`src/rtl/i2s_tx.sv`:
```
// i2s_tx: master-mode I2S transmitter fed by a one-entry valid/ready holding register.
// Define I2S_TX_LEFTJ_EN to build the left-justified (zero-slot delay) variant.
module i2s_tx #(
  parameter int CLK_DIV = 8,
  parameter int WIDTH   = 16
) (
  input  logic             clk_sys,
  input  logic             RESET,
  input  logic [WIDTH-1:0] sample_l,
  input  logic [WIDTH-1:0] sample_r,
  input  logic             sample_valid,
  output logic             sample_ready,
  output logic             i2s_bclk,
  output logic             i2s_ws,
  output logic             i2s_data,
  output logic             frame_start,
  output logic             underrun
);

  localparam int DIV_W  = (CLK_DIV > 1) ? $clog2(CLK_DIV) : 1;
  localparam int SLOT_W = $clog2(2 * WIDTH);

  localparam logic [DIV_W-1:0]  DIV_LAST  = DIV_W'(CLK_DIV - 1);
  localparam logic [SLOT_W-1:0] SLOT_LAST = SLOT_W'(2 * WIDTH - 1);
  localparam logic [SLOT_W-1:0] WS_FIRST  = SLOT_W'(WIDTH);
`ifdef I2S_TX_LEFTJ_EN
  localparam logic [SLOT_W-1:0] LOAD_SLOT = {SLOT_W{1'b0}};
`else
  localparam logic [SLOT_W-1:0] LOAD_SLOT = SLOT_W'(1);
`endif

  logic [DIV_W-1:0]   div_q, div_d;
  logic               bclk_q, bclk_d;
  logic [SLOT_W-1:0]  slot_q, slot_d;
  logic               ws_q, ws_d;
  logic               data_q, data_d;
  logic               frame_start_q, frame_start_d;
  logic               underrun_q, underrun_d;
  logic               ready_q, ready_d;
  logic [WIDTH-1:0]   hold_l_q, hold_l_d;
  logic [WIDTH-1:0]   hold_r_q, hold_r_d;
  logic [2*WIDTH-1:0] shift_q, shift_d;
  logic               bclk_fall;
  logic               load;
  logic               accept;

  // Next-state logic: divider, slot sequencing, serializer and holding register.
  always_comb begin
    div_d         = div_q;
    bclk_d        = bclk_q;
    slot_d        = slot_q;
    ws_d          = ws_q;
    data_d        = data_q;
    frame_start_d = 1'b0;
    underrun_d    = 1'b0;
    ready_d       = ready_q;
    hold_l_d      = hold_l_q;
    hold_r_d      = hold_r_q;
    shift_d       = shift_q;
    bclk_fall     = 1'b0;
    load          = 1'b0;
    accept        = sample_valid & ready_q;

    if (div_q == DIV_LAST) begin
      div_d     = {DIV_W{1'b0}};
      bclk_d    = ~bclk_q;
      bclk_fall = bclk_q;
    end else begin
      div_d = div_q + DIV_W'(1);
    end

    // WS/DATA change only with the falling edge so they are stable at the next rise.
    if (bclk_fall) begin
      if (slot_q == SLOT_LAST) begin
        slot_d = {SLOT_W{1'b0}};
      end else begin
        slot_d = slot_q + SLOT_W'(1);
      end
      ws_d          = (slot_d >= WS_FIRST);
      frame_start_d = (slot_d == {SLOT_W{1'b0}});
      load          = (slot_d == LOAD_SLOT);
      if (load) begin
        underrun_d = ready_q;
        shift_d    = ready_q ? {(2*WIDTH){1'b0}} : {hold_l_q, hold_r_q};
      end else begin
        shift_d = {shift_q[2*WIDTH-2:0], 1'b0};
      end
      data_d = shift_d[2*WIDTH-1];
    end else begin
      slot_d = slot_q;
    end

    // Load looks at the holding state before any same-cycle write.
    if (load && !ready_q) begin
      ready_d = 1'b1;
    end else begin
      ready_d = ready_q;
    end
    if (accept) begin
      hold_l_d = sample_l;
      hold_r_d = sample_r;
      ready_d  = 1'b0;
    end else begin
      hold_l_d = hold_l_q;
      hold_r_d = hold_r_q;
    end
  end

  // State registers with synchronous reset.
  always_ff @(posedge clk_sys) begin
    if (RESET) begin
      div_q         <= {DIV_W{1'b0}};
      bclk_q        <= 1'b0;
      slot_q        <= SLOT_LAST;
      ws_q          <= 1'b0;
      data_q        <= 1'b0;
      frame_start_q <= 1'b0;
      underrun_q    <= 1'b0;
      ready_q       <= 1'b1;
      hold_l_q      <= {WIDTH{1'b0}};
      hold_r_q      <= {WIDTH{1'b0}};
      shift_q       <= {(2*WIDTH){1'b0}};
    end else begin
      div_q         <= div_d;
      bclk_q        <= bclk_d;
      slot_q        <= slot_d;
      ws_q          <= ws_d;
      data_q        <= data_d;
      frame_start_q <= frame_start_d;
      underrun_q    <= underrun_d;
      ready_q       <= ready_d;
      hold_l_q      <= hold_l_d;
      hold_r_q      <= hold_r_d;
      shift_q       <= shift_d;
    end
  end

  assign sample_ready = ready_q;
  assign i2s_bclk     = bclk_q;
  assign i2s_ws       = ws_q;
  assign i2s_data     = data_q;
  assign frame_start  = frame_start_q;
  assign underrun     = underrun_q;

endmodule

```
`config.mk`:
```
export PLATFORM = sky130hd
export DESIGN_NAME = i2s_tx
export DESIGN_NICKNAME = d
export VERILOG_FILES = /design/src/rtl/i2s_tx.sv
export SDC_FILE = /design/constraint.sdc
export NUM_CORES = 1
export LEC_CHECK = 0
export ABC_AREA = 1
export CAP_MARGIN = 10
export CORE_MARGIN = 2
export CORE_UTILIZATION = 40
export CTS_CLUSTER_SIZE = 24
export DETAILED_ROUTE_END_ITERATION = 12
export SLEW_MARGIN = 20
export SYNTH_ARGS = -nofsm -noshare
export SYNTH_HDL_FRONTEND = slang
export SYNTH_SLANG_ARGS = --single-unit
```
`constraint.sdc`:
```
create_clock -name clk_sys -period 1.7 [get_ports clk_sys]
set_input_delay 0.34 -clock clk_sys [delete_from_list [all_inputs] [get_ports clk_sys]]
set_output_delay 0.34 -clock clk_sys [all_outputs]
set_load 0.005 [all_outputs]
```
==> results.md <==
- The clock slew seen by the registers of the worst setup and hold paths is 0.07 ns.
- The layout filler cell count is 765.
- The wire length per cell after detailed routing is 12.2 µm.
- The maximum vdd drop is 0.432 mV.
- The dominant combinational cell family by area after synthesis is simple AND/OR/NAND/NOR gates.
- The critical path ends at shift_q[26].
- In the layout the commonest cells are sky130_fd_sc_hd__nand2_1 (118), sky130_fd_sc_hd__dfxtp_1 (75), sky130_fd_sc_hd__nor2_1 (73).
- Adding up every negative setup slack in the final design gives -2.78 ns.
- During synthesis, Yosys emitted a total of 0 warnings.
- In this run the standard cell core region covers 8180 µm².
- The maximum clock skew at final layout is 0.00558 ns.
- The run finished, with violations left.
- The share of the clock period used by the worst path is 1.09.
- The residual antenna-violating net count after detailed routing is 0.
- The xor and xnor fraction of the mapped netlist area is 0.
- Headroom to the max-slew limit came out at 0.823.
- The CTS tree is built.
- After detailed routing, the number of vias per cell comes to 4.77.
- Measured in cells, the most critical reg-to-reg path has a length of 13.
- The leakage power is 2.05 nW.
- The post-synthesis cell area is 3350 µm².
- Buffers inserted to repair hold after CTS numbered 0.
- The CTS H-tree depth is 3.
- Counting every sink on the clock net gives 77.
- 41 I/O pins were placed.
- In this run the most critical hold path is launched from div_q[0].
- The layout cell share with drive strength beyond 1 is 0.183.
- The final-report setup violation count is 30.
- Subtracting the final worst setup slack from the clock period gives 1.86 ns.
- The first global-routing pass estimated 12,900 µm of wire.
- The final reports fail on setup timing.
- The class of the worst hold path is reg -> reg.
- For this configuration, the core starts out at a cell density of 0.409.
- The critical register-to-register path startpoint is slot_q[0].
- The final number of hold-violating endpoints came to 0.
- Sorting the synthesized cells by area gives the leading types as sky130_fd_sc_hd__dfxtp_1 (46%), sky130_fd_sc_hd__nand2_1 (15%), sky130_fd_sc_hd__nand3_1 (10%).
- The launching instance or port of the critical path is slot_q[0].
- The number of buffers inserted during clock tree synthesis is 9.
- The number of max-cap violations is 0.
- After the first detailed-routing iteration, the DRC count stood at 108.
- The endpoint identified for the worst register-to-register timing path is shift_q[26].
- The repair_antennas step left the layout with diodes totalling 0.
- At the pin with the least slew margin, the transition time is 0.264 ns.
- By startpoint and endpoint, the worst setup path is classified as reg -> reg.
- From left edge to right edge, the die measures 95.5 µm.
- Of the total synthesized cell area, the portion taken by AND, OR, NAND and NOR gates is 0.364.
- The weighted congestion reported at the end of routability-driven placement is 0.739.
- The worst path arrival time is 2.15 ns.
- Counting every net in the synthesized netlist gives 520.
- Counting distinct cell types in the post-synthesis netlist gives 25.
- The initial antenna violation count is 0.
- The final routed DRC violation total is 0.
- The vertical extent of the die is 95.5 µm.
- The register-to-register setup slack is -0.16 ns.
- The total routed wirelength is 7940 µm.
- Summed over all nets, the half-perimeter wirelength after detailed placement is 4870 µm.
- The worst setup path is launched from a register.
- In the global route stage, overall resource usage came out at 0.181.
- The cell count after synthesis is 479.
- The post-synthesis compound-gate area fraction is 0.0595.
- The cell area power density is 804 nW/µm².
- The via count of the first global-routing pass is 2,868.
- The clock reaches the later pin of the worst-skew pair after 0.35 ns.
- The count of buffers added on input and output ports is 40.
- The number of core rows is 33.
- The detailed-routing iteration count for the pre-antenna-repair pass is 4.
- The maximum number of pins on one net before global-route repair is 35.
- The share of the Yosys chip area taken by registers is 0.461.
- The kind of capture point of the worst setup path is a register.
- Timing would allow up to 0.539 GHz.
- The multiplexer share of the synthesized area is 0.
- The total vias in the final route is 3,101.
- The overflow left after global routing is 0.
- OpenSTA, run right after detailed placement, puts the worst setup slack at -0.0713 ns.
- The tree is rooted in a sky130_fd_sc_hd__clkbuf_8.
- Of all nets on the critical path, the largest fanout is 5.
- Summing all multi-input logic gate instances after layout gives 1670 µm².
- Leaving out fill and tap cells, the most frequent cell in the layout is sky130_fd_sc_hd__nand2_1.
- The post-synthesis sequential element count is 77.
- The clock tree buffer depth is 2.
- The max-slew violation total from the final report is 0.
- The proportion of netlist area held by the largest area contributor is 0.461.
- Setup repair after global routing could not meet its margin everywhere.
- The mean area per synthesized cell is 6.98 µm².
- The slack of the critical path is -0.155 ns.
- The total area of sequential cells is 1540 µm².
- The floorplan step defined a die boundary enclosing 9110 µm².
- The final layout contains 582 nets.
- Of the total synthesized cell area, the portion taken by full adders, half adders and majority gates is 0.0224.
- The synthesized design spends more area on one cell type than any other, namely sky130_fd_sc_hd__dfxtp_1.
- The area growth from synthesis to layout is 37.3%.
- The endpoint required time on the critical path is 2.00 ns.
-- per-layer routing --
metal / GRT usage / routed length, µm / share of wire
met1: 0.224 / 3720 / 0.47
met2: 0.302 / 3830 / 0.48
met3: 0.0419 / 253 / 0.032
met4: 0.0762 / 145 / 0.018
met5: 0 / 0 / 0
-- sequential cells by signal (all words and copies together) (netlist names) --
register      count
i2s_data          1
shift_q          31
slot_q            5
hold_l_q         16
div_q             3
hold_r_q         16
i2s_bclk          1
sample_ready      1
underrun          1
i2s_ws            1
frame_start       1
-- kinds of logic after synthesis --
kind of cell             count (synthesis)
AND/OR/NAND/NOR                        285
adder cells (fa/ha/maj)                  6
flip-flops                              77
AO/OA/AOI/OAI                           39
buffers and inverters                   72
-- per-stage QoR --
stage,utilization,total power [mW],instances,cell area [µm²],hold slack (ns)
2_1_floorplan,-,2.09,479,3350,0.397
3_3_place_gp,0.488,2.23,625,3990,0.406
3_5_place_dp,0.488,2.24,625,3990,0.416
4_1_cts,0.535,3.73,647,4370,0.427
5_1_grt,0.562,3.84,650,4590,0.449
6_report,0.562,3.69,650,4590,0.420
-- cells in the mapped netlist --
cell	number
sky130_fd_sc_hd__nor3_1	1
sky130_fd_sc_hd__nand3_1	67
sky130_fd_sc_hd__nor2_2	2
sky130_fd_sc_hd__o22ai_1	1
sky130_fd_sc_hd__inv_1	44
sky130_fd_sc_hd__or2_2	2
sky130_fd_sc_hd__nor2_1	73
sky130_fd_sc_hd__a21oi_1	5
sky130_fd_sc_hd__nor3_2	1
sky130_fd_sc_hd__ha_1	6
sky130_fd_sc_hd__nand3_2	1
sky130_fd_sc_hd__clkbuf_1	13
sky130_fd_sc_hd__nand2_1	132
sky130_fd_sc_hd__nand2_4	1
sky130_fd_sc_hd__nor2_4	1
sky130_fd_sc_hd__buf_6	3
sky130_fd_sc_hd__buf_2	8
sky130_fd_sc_hd__nand2_2	1
sky130_fd_sc_hd__nand4_1	2
sky130_fd_sc_hd__a22oi_1	1
sky130_fd_sc_hd__buf_4	3
sky130_fd_sc_hd__dfxtp_1	77
sky130_fd_sc_hd__o21ai_0	32
sky130_fd_sc_hd__nor2_8	1
sky130_fd_sc_hd__clkinv_1	1
-- how the worst min path moves through the flow --
stage                           to  slack [ns]  cells past startpoint
after floorplan           div_q[0]        0.40                      1
after global placement    div_q[0]        0.41                      1
after detailed placement  div_q[0]        0.42                      1
after CTS                 div_q[0]        0.43                      1
after global routing      div_q[0]        0.45                      1
final                     div_q[0]        0.42                      1
-- worst max-delay path: stages, from the launching register on --
cell	delay, ns
sky130_fd_sc_hd__dfxtp_2	0.34
sky130_fd_sc_hd__ha_4	0.16
sky130_fd_sc_hd__nand2_2	0.06
sky130_fd_sc_hd__nor2_1	0.04
sky130_fd_sc_hd__ha_1	0.30
sky130_fd_sc_hd__inv_1	0.07
sky130_fd_sc_hd__nand2_2	0.09
sky130_fd_sc_hd__nor2_8	0.16
sky130_fd_sc_hd__nand2_4	0.09
sky130_fd_sc_hd__buf_12	0.14
sky130_fd_sc_hd__clkbuf_16	0.15
sky130_fd_sc_hd__nand2_1	0.06
sky130_fd_sc_hd__nand3_1	0.07
sky130_fd_sc_hd__nand2_1	0.06
-- layout make-up --
type / count / area share
Clock buffer: 11 / 0.0308
Clock inverter: 4 / 0.0158
Inverter: 45 / 0.0368
Multi-Input combinational cell: 330 / 0.364
Sequential cell: 77 / 0.336
Tap cell: 105 / 0.0286
Timing Repair Buffer: 78 / 0.188
-- repair_timing --
| action | 4_1_cts | 5_1_grt |
|---|---|---|
| pin swaps | 3 | 26 |
| buffers inserted | 5 | 1 |
| endpoints found under the setup margin | 32 | 37 |
| gates cloned | 2 | 4 |
| resized for setup | 12 | 38 |
-- power breakdown --
part	switching, mW	internal (mW)
Combinational	0.146	0.148
Sequential	0.0319	1.87
Clock	0.641	0.857
(Power assumes the default switching activity.)
